**src/rtl/phone_ring_controller.sv**
```systemverilog
`timescale 1ns/1ps
// phone_ring_controller
//   Drives the ringer for an incoming call. The ringer pulses in bursts of
//   RING_ON_CYCLES on and RING_OFF_CYCLES off. It stops when the user answers
//   or rejects the call, or when the caller hangs up. After MAX_RINGS bursts
//   with no answer, the call is declared missed.
//
// Ports
//   clock         in   single clock, all logic on the rising edge
//   reset         in   synchronous, active-high reset
//   incoming_call in   level, high while a caller is present
//   answer        in   user answer request, sampled every cycle
//   hangup        in   user hangup/reject request, sampled every cycle
//   is_ringing    out  ringer drive, high only in RING_ON
//   in_call       out  high while a call is connected
//   missed_call   out  one-cycle pulse per missed call
//   missed_count  out  count of missed calls, saturating at 15
module phone_ring_controller #(
  parameter int RING_ON_CYCLES  = 8,
  parameter int RING_OFF_CYCLES = 4,
  parameter int MAX_RINGS       = 3
) (
  input  logic       clock,
  input  logic       reset,
  input  logic       incoming_call,
  input  logic       answer,
  input  logic       hangup,
  output logic       is_ringing,
  output logic       in_call,
  output logic       missed_call,
  output logic [3:0] missed_count
);

  localparam int TIMER_MAX = (RING_ON_CYCLES > RING_OFF_CYCLES) ? RING_ON_CYCLES
                                                                 : RING_OFF_CYCLES;
  localparam int TW = $clog2(TIMER_MAX + 1);
  localparam int BW = $clog2(MAX_RINGS + 1);

  localparam logic [TW-1:0] ON_LAST    = TW'(RING_ON_CYCLES - 1);
  localparam logic [TW-1:0] OFF_LAST   = TW'(RING_OFF_CYCLES - 1);
  localparam logic [BW-1:0] BURST_LAST = BW'(MAX_RINGS);

  typedef enum logic [2:0] {
    IDLE     = 3'd0,
    RING_ON  = 3'd1,
    RING_OFF = 3'd2,
    IN_CALL  = 3'd3,
    MISSED   = 3'd4
  } state_t;

  state_t        state;
  logic [TW-1:0] timer;
  logic [BW-1:0] burst;
  logic          incoming_d;

  function automatic logic [3:0] sat_inc(input logic [3:0] v);
    return (v == 4'd15) ? 4'd15 : v + 4'd1;
  endfunction

  // NOTE: sequential state uses non-blocking assignments, so every register
  // below is updated from the values it held before this clock edge.
  always_ff @(posedge clock) begin
    if (reset) begin
      state        <= IDLE;
      timer        <= '0;
      burst        <= '0;
      incoming_d   <= 1'b0;
      missed_count <= 4'd0;
    end else begin
      incoming_d <= incoming_call;
      case (state)
        IDLE: begin
          // Ringing starts only on a rising edge of the caller level. A caller
          // still held high after a call ends cannot restart the ringer.
          if (incoming_call && !incoming_d) begin
            state <= RING_ON;
            timer <= '0;
            burst <= '0;
          end
        end

        RING_ON, RING_OFF: begin
          if (answer) begin
            state <= IN_CALL;
          end else if (hangup) begin
            state <= IDLE;                  // rejected, not counted as missed
          end else if (!incoming_call) begin
            state        <= MISSED;
            missed_count <= sat_inc(missed_count);
          end else if (state == RING_ON) begin
            if (timer == ON_LAST) begin
              state <= RING_OFF;
              timer <= '0;
              burst <= burst + BW'(1);
            end else begin
              timer <= timer + TW'(1);
            end
          end else begin
            if (timer == OFF_LAST) begin
              timer <= '0;
              if (burst == BURST_LAST) begin
                state        <= MISSED;
                missed_count <= sat_inc(missed_count);
              end else begin
                state <= RING_ON;
              end
            end else begin
              timer <= timer + TW'(1);
            end
          end
        end

        IN_CALL: begin
          if (hangup || !incoming_call) state <= IDLE;
        end

        MISSED: state <= IDLE;

        default: state <= IDLE;             // illegal encodings recover here
      endcase
    end
  end

  // NOTE: outputs are continuous decodes of the state register, so no latch
  // can be inferred, and an illegal encoding decodes to all outputs low.
  assign is_ringing  = (state == RING_ON);
  assign in_call     = (state == IN_CALL);
  assign missed_call = (state == MISSED);

endmodule
```
**config.mk**
```make
export PLATFORM = sky130hd
export DESIGN_NAME = phone_ring_controller
export DESIGN_NICKNAME = d
export VERILOG_FILES = /design/src/rtl/phone_ring_controller.sv
export SDC_FILE = /design/constraint.sdc
export NUM_CORES = 1
export LEC_CHECK = 0
export BUFFER_PORTS_ARGS = -buffer_cell sky130_fd_sc_hd__buf_2
export CELL_PAD_IN_SITES_DETAIL_PLACEMENT = 0
export CELL_PAD_IN_SITES_GLOBAL_PLACEMENT = 1
export CORE_MARGIN = 1.5
export CORE_UTILIZATION = 34
export DETAILED_ROUTE_END_ITERATION = 10
export PLACE_DENSITY = 0.65
export SLEW_MARGIN = 20
export SYNTH_ARGS = -nofsm -noshare
export SYNTH_HDL_FRONTEND = slang
export SYNTH_SLANG_ARGS = --single-unit
```
**constraint.sdc**
```tcl
create_clock -name clock -period 2.15 [get_ports clock]
set_clock_uncertainty 0.1 [all_clocks]
set_input_delay 0 -clock clock [delete_from_list [all_inputs] [get_ports clock]]
set_output_delay 0 -clock clock [all_outputs]
set_load 0.05 [all_outputs]
```
Yosys cells after proc, flatten, opt, wreduce, memory -nomap -nowiden
Index checks and enable logic that the tools add are counted.

storage, ports and cells
  output and inout bits = 7
  input bits = 5
  register bits = 14
  word-level logic and storage cells = 71

cells by class
  mux-type cells = 30
  $add $sub $neg = 3
  reduce and logical (&&, ||, !) cells = 11
  eq/ne operators = 20
  bitwise operators = 2

operators by type and width
  cell                   count
  $mux W4                12
  $mux W3                9
  $ne A2 B2 Y1 const B   7
  $mux W2                6
  $ne A6 B6 Y1 const B   2
  $pmux W3 S3            1
  $add A4 B1 Y4 const B  2
  $pmux W4 S2            1
  $reduce_and A7 Y1      1
  $eq A3 B2 Y1 const B   2
  $ne A2 B1 Y1 const B   3
  $reduce_and A6 Y1      1
  $reduce_and A5 Y1      1
  $eq A4 B2 Y1 const B   1
  $eq A4 B3 Y1 const B   1
  $eq A4 B4 Y1 const B   1
  $pmux W2 S2            1
  $reduce_and A4 Y1      1
  $eq A3 B1 Y1 const B   1
  $eq A3 B3 Y1 const B   1
  $logic_not A3 Y1       1
  $add A2 B1 Y2 const B  1
  $eq A2 B2 Y1 const B   1
  $logic_not A1 Y1       2
  other kinds (5)        6

Logic depth before layout (Yosys ltp)
  word-level depth = 8
  depth in mapped cells = 7
  mapped depth without buffers = 6

Worst setup path before layout
No wires, ideal clock.

  path type = register to register
  start point = register state[0]
  end point = register timer[2]
  path buffers = 1
  stages on the path, launching flop included = 7
  required time = 1.975 ns
  library setup time = 0.075 ns
  period minus slack after synthesis = 2.039 ns
  slack = 0.111 ns
  arrival time = 1.864 ns
  path through = dfxtp_1 -> clkbuf_4 -> or3b_4 -> inv_1 -> o21ai_0 -> or4_1 -> o22ai_1

between the ends
  cells in the longest elaborated chain, start to end = 6
  elaborated cells on any way between the ends = 15
  classes of those cells = eq/ne: 6; mux: 5; reduce/logical: 4

RTL lines
  what                      RTL line  source
  start: declaration        51        state_t state;
  start signal: assignment  64        state <= IDLE;
  start signal: assignment  76        state <= RING_ON;
  start signal: assignment  84        state <= IN_CALL;
  $eq A3 B1 Y1 *            --
  named net is_ringing      28        output logic is_ringing,
  $mux W4                   90        end else if (state == RING_ON) begin
  $mux W4                   87        end else if (!incoming_call) begin
  $mux W4                   85        end else if (hangup) begin
  $mux W4                   83        if (answer) begin
  $pmux W4 S2               71        case (state)
  end signal: assignment    96        timer <= timer + TW'(1);
  end signal: assignment    108       timer <= timer + TW'(1);
  end: declaration          52        logic [TW-1:0] timer;

The timed path passes the listed nets; every way through them passes the cells marked *. The select of a mux whose other input is x is not followed.
A chain may end at the register's enable or synchronous reset.

Worst setup path in the final report
  start point = register state[0]
  end point = register timer[2]

between the ends
  cells in the longest elaborated chain, start to end = 6
  elaborated cells on any way between the ends = 15
  classes of those cells = eq/ne: 6; mux: 5; reduce/logical: 4

RTL lines
  what          RTL line
  $eq A3 B1 Y1  71, 90
  $mux W4       90
  $mux W4       87
  $mux W4       85
  $mux W4       83
  $pmux W4 S2   71

Parallel ways exist; a longest one is shown, timed or not. The select of a mux whose other input is x is not followed.

==> results.json <==
{
  "placementRows": 18,
  "worstRegToRegCells": 5,
  "reg2reg_end": "timer[2]$_SDFFE_PP0P_",
  "vias_per_cell": 5.60,
  "fraction_of_layout_instances_using_a_drive_strength_above_1": 0.254,
  "routedWlPerCell_um": 13.0,
  "multi_input_area_um2": 557,
  "tritoncts_clock_tree": "built",
  "critPathMaxFanout": 10,
  "timing.setup.tns_ns": 0,
  "finish.utilization": 0.423,
  "worst-endpoint-required_ns": 2.27,
  "total_leakage_power_nw": 0.413,
  "synthTopCellsByArea": "sky130_fd_sc_hd__dfxtp_1 (32%), sky130_fd_sc_hd__a21oi_1 (6.8%), sky130_fd_sc_hd__ha_1 (4.3%)",
  "tightestPinTransition_ns": 0.663,
  "cts.clk_slew.worst_paths_ns": 0.09,
  "startpoint": "state[0]$_SDFFE_PP0P_",
  "pin_count_of_the_biggest_net_entering_global_routing": 17,
  "async_flop_share": 0,
  "peakVddDrop_mv": 0.316,
  "total_of_flip_flops_plus_latches_after_synthesis": 14,
  "die-area_mm2": 0.00290,
  "synth_sequential_area_ratio": 0.319,
  "postSynthNetCount": 110,
  "port-buffer-count": 11,
  "n_fill_cell": 258,
  "rrSetupSlack_ns": 0.16,
  "worst_setup_path_endpoint": "timer[2]$_SDFFE_PP0P_",
  "synth_warnings": 0,
  "seqCellArea_um2": 282,
  "final_area_mm2": 0.00104,
  "total_power_mw": 0.748,
  "biggest_area_consumer_among_synthesized_cells": "sky130_fd_sc_hd__dfxtp_1",
  "drtAntennaViolNets": 0,
  "synthCells": 102,
  "yosysMostFrequentCell": "sky130_fd_sc_hd__dfxtp_1",
  "drc_errors": 0,
  "post-place-ws_ns": 0.0844,
  "outcome": "finished clean",
  "setup.worst_path.end_class": "flop",
  "cts_htree_levels": 1,
  "clock_tree.buffer_depth": 2,
  "mappedNetlistArea_um2": 880,
  "netlist.area_leader.share": 0.319,
  "most_frequently_used_flop_master_after_synthesis": "sky130_fd_sc_hd__dfxtp_1",
  "grt_pass1_vias": 722,
  "timing.max_cap.violations": 0,
  "finalWorstSetupSlack_ns": 0.163,
  "report.final.hold_viol_count": 0,
  "finish.net_count": 127,
  "place_inst": 141,
  "initial_utilization": 0.358,
  "r2r-start": "state[0]$_SDFFE_PP0P_",
  "worst-setup-path-type": "flop to flop",
  "cts_made_buffers": 3,
  "antenna_cell_count": 0,
  "global_route.usage.total": 0.156,
  "clkLatencyLatePin_ns": 0.28,
  "fin_crit_ns": 1.99,
  "final_weighted_congestion_in_routability_driven_placement": 0.780,
  "setup_crit_start_kind": "flop",
  "final-max-slew-violation-count": 0,
  "grt_first_pass_wirelength_um": 3310,
  "detailedRoute.firstPassIterationCount": 5,
  "clk_root_buffer_cell": "sky130_fd_sc_hd__clkbuf_4",
  "syn_area_cell_um2": 8.62,
  "number_of_cells_in_the_finished_layout_apart_from_fillers": 148,
  "setup-violations-final": 0,
  "gr-total-overflow": 0,
  "max_freq_ghz": 0.503,
  "synth.top_cells.by_count": "sky130_fd_sc_hd__dfxtp_1 (14), sky130_fd_sc_hd__a21oi_1 (12), sky130_fd_sc_hd__inv_1 (7), sky130_fd_sc_hd__nand2_1 (5), sky130_fd_sc_hd__nor2_1 (5)",
  "post_synth_num_cell_types": 42,
  "minimum_hold_slack_ns": 0.0225,
  "fp.dieH_um": 53.9,
  "layout_worst_path_cycle_share": 0.924,
  "slew_headroom": 0.546,
  "dr_total_vias": 829,
  "antenna_violations_before_repair": 0,
  "timing.hold.worst.class": "primary input to flop",
  "pin_count": 12,
  "core_mm2": 0.00245,
  "arrival_ns": 2.10,
  "number_of_flops_mapped_to_enable_cells_by_yosys": 0,
  "cts.repair_timing.setup_buffer_count": 0,
  "rsz_0062_raised_after_global_routing": "false",
  "dpl-instance-area_um2": 966,
  "p_per_area_mw_per_mm2": 721,
  "chipWidth_um": 53.9,
  "first_iter_violations": 17,
  "hpwl_um": 1400,
  "drt-total-wl_um": 1920,
  "area_growth_pct": 18.1,
  "tritoncts_num_sinks": 14
}
## cell families after synthesis
group                    synth area share
buffers and inverters              0.0540
AO/OA/AOI/OAI                       0.277
AND/OR/NAND/NOR                     0.290
adder cells (fa/ha/maj)            0.0427
flip-flops                          0.319
multiplexers                       0.0171
## sequential cells by signal, summed over array words and instances (netlist names)
name and cells:
burst 2, incoming_d 1, timer 4, state 3
missed_count 4
## per-layer routing
layer  up-vias  routed length, um  share of wire  GRT usage
met5         -                  0              0          0
met4         0                 10         0.0052     0.0385
met3         2                 55          0.029     0.0583
met2        10                829           0.43      0.224
met1       399               1020           0.53      0.220
li1        418                  -              -          -
## final cells by class
class | instances | area share
inverters | 7 | 0.0253
flip-flops and latches | 14 | 0.271
multi-input cells | 77 | 0.536
clock buffers | 4 | 0.0349
repair buffers | 16 | 0.0964
well taps | 30 | 0.0361
## layout by cell type, fill, tap and decap left out, types with 2 or more instances in the layout
cell                            Yosys  routed
sky130_fd_sc_hd__a21oi_1           12      12
sky130_fd_sc_hd__clkbuf_4           1       3
sky130_fd_sc_hd__buf_4              0       2
sky130_fd_sc_hd__nor3_1             3       3
sky130_fd_sc_hd__nand3_2            2       2
sky130_fd_sc_hd__and4b_1            2       2
sky130_fd_sc_hd__nand3_1            3       3
sky130_fd_sc_hd__or3_1              2       2
sky130_fd_sc_hd__nand2b_1           2       2
sky130_fd_sc_hd__nand3b_1           2       2
sky130_fd_sc_hd__inv_1              7       7
sky130_fd_sc_hd__and3_2             2       2
sky130_fd_sc_hd__o22ai_1            2       2
sky130_fd_sc_hd__dlygate4sd3_1      0       3
sky130_fd_sc_hd__buf_2              1      11
sky130_fd_sc_hd__nand2_1            5       5
sky130_fd_sc_hd__dfxtp_1           14      13
sky130_fd_sc_hd__a311oi_1           2       2
sky130_fd_sc_hd__o31ai_1            4       4
sky130_fd_sc_hd__o21ai_0            4       4
sky130_fd_sc_hd__nor2_1             5       5
sky130_fd_sc_hd__nor2b_1            3       3
sky130_fd_sc_hd__ha_1               3       3
## report_power, final
group | internal (mW) | switching (mW) | total [mW]
clock network | 0.103 | 0.0909 | 0.194
registers | 0.276 | 0.0306 | 0.306
logic | 0.0982 | 0.150 | 0.248
## what timing repair did
action / CTS / global route
hold buffers: 3 / 0
hold endpoints to repair: 7 / 0
setup endpoints to repair: 0 / 3
gates resized for setup: 0 / 2
## worst max-delay path: stages, from the launching register on
cell                      delay, ns
sky130_fd_sc_hd__dfxtp_2       0.43
sky130_fd_sc_hd__mux2_4        0.32
sky130_fd_sc_hd__o22ai_2       0.20
sky130_fd_sc_hd__nand2_1       0.21
sky130_fd_sc_hd__or4_1         0.51
sky130_fd_sc_hd__o22ai_1       0.15
## worst min path at each step
stage	from	endpoint	slack (ns)	cells past startpoint
after floorplan	reset	incoming_d$_SDFF_PP0_	-0.03	1
after global placement	incoming_call	incoming_d$_SDFF_PP0_	0.25	2
after detailed placement	incoming_call	incoming_d$_SDFF_PP0_	0.24	2
after CTS	hangup	timer[1]$_SDFFE_PP0P_	0.01	4
after global routing	hangup	timer[1]$_SDFFE_PP0P_	0.06	4
final	hangup	timer[1]$_SDFFE_PP0P_	0.02	4
No activity file was read; power rests on OpenSTA's default activity.
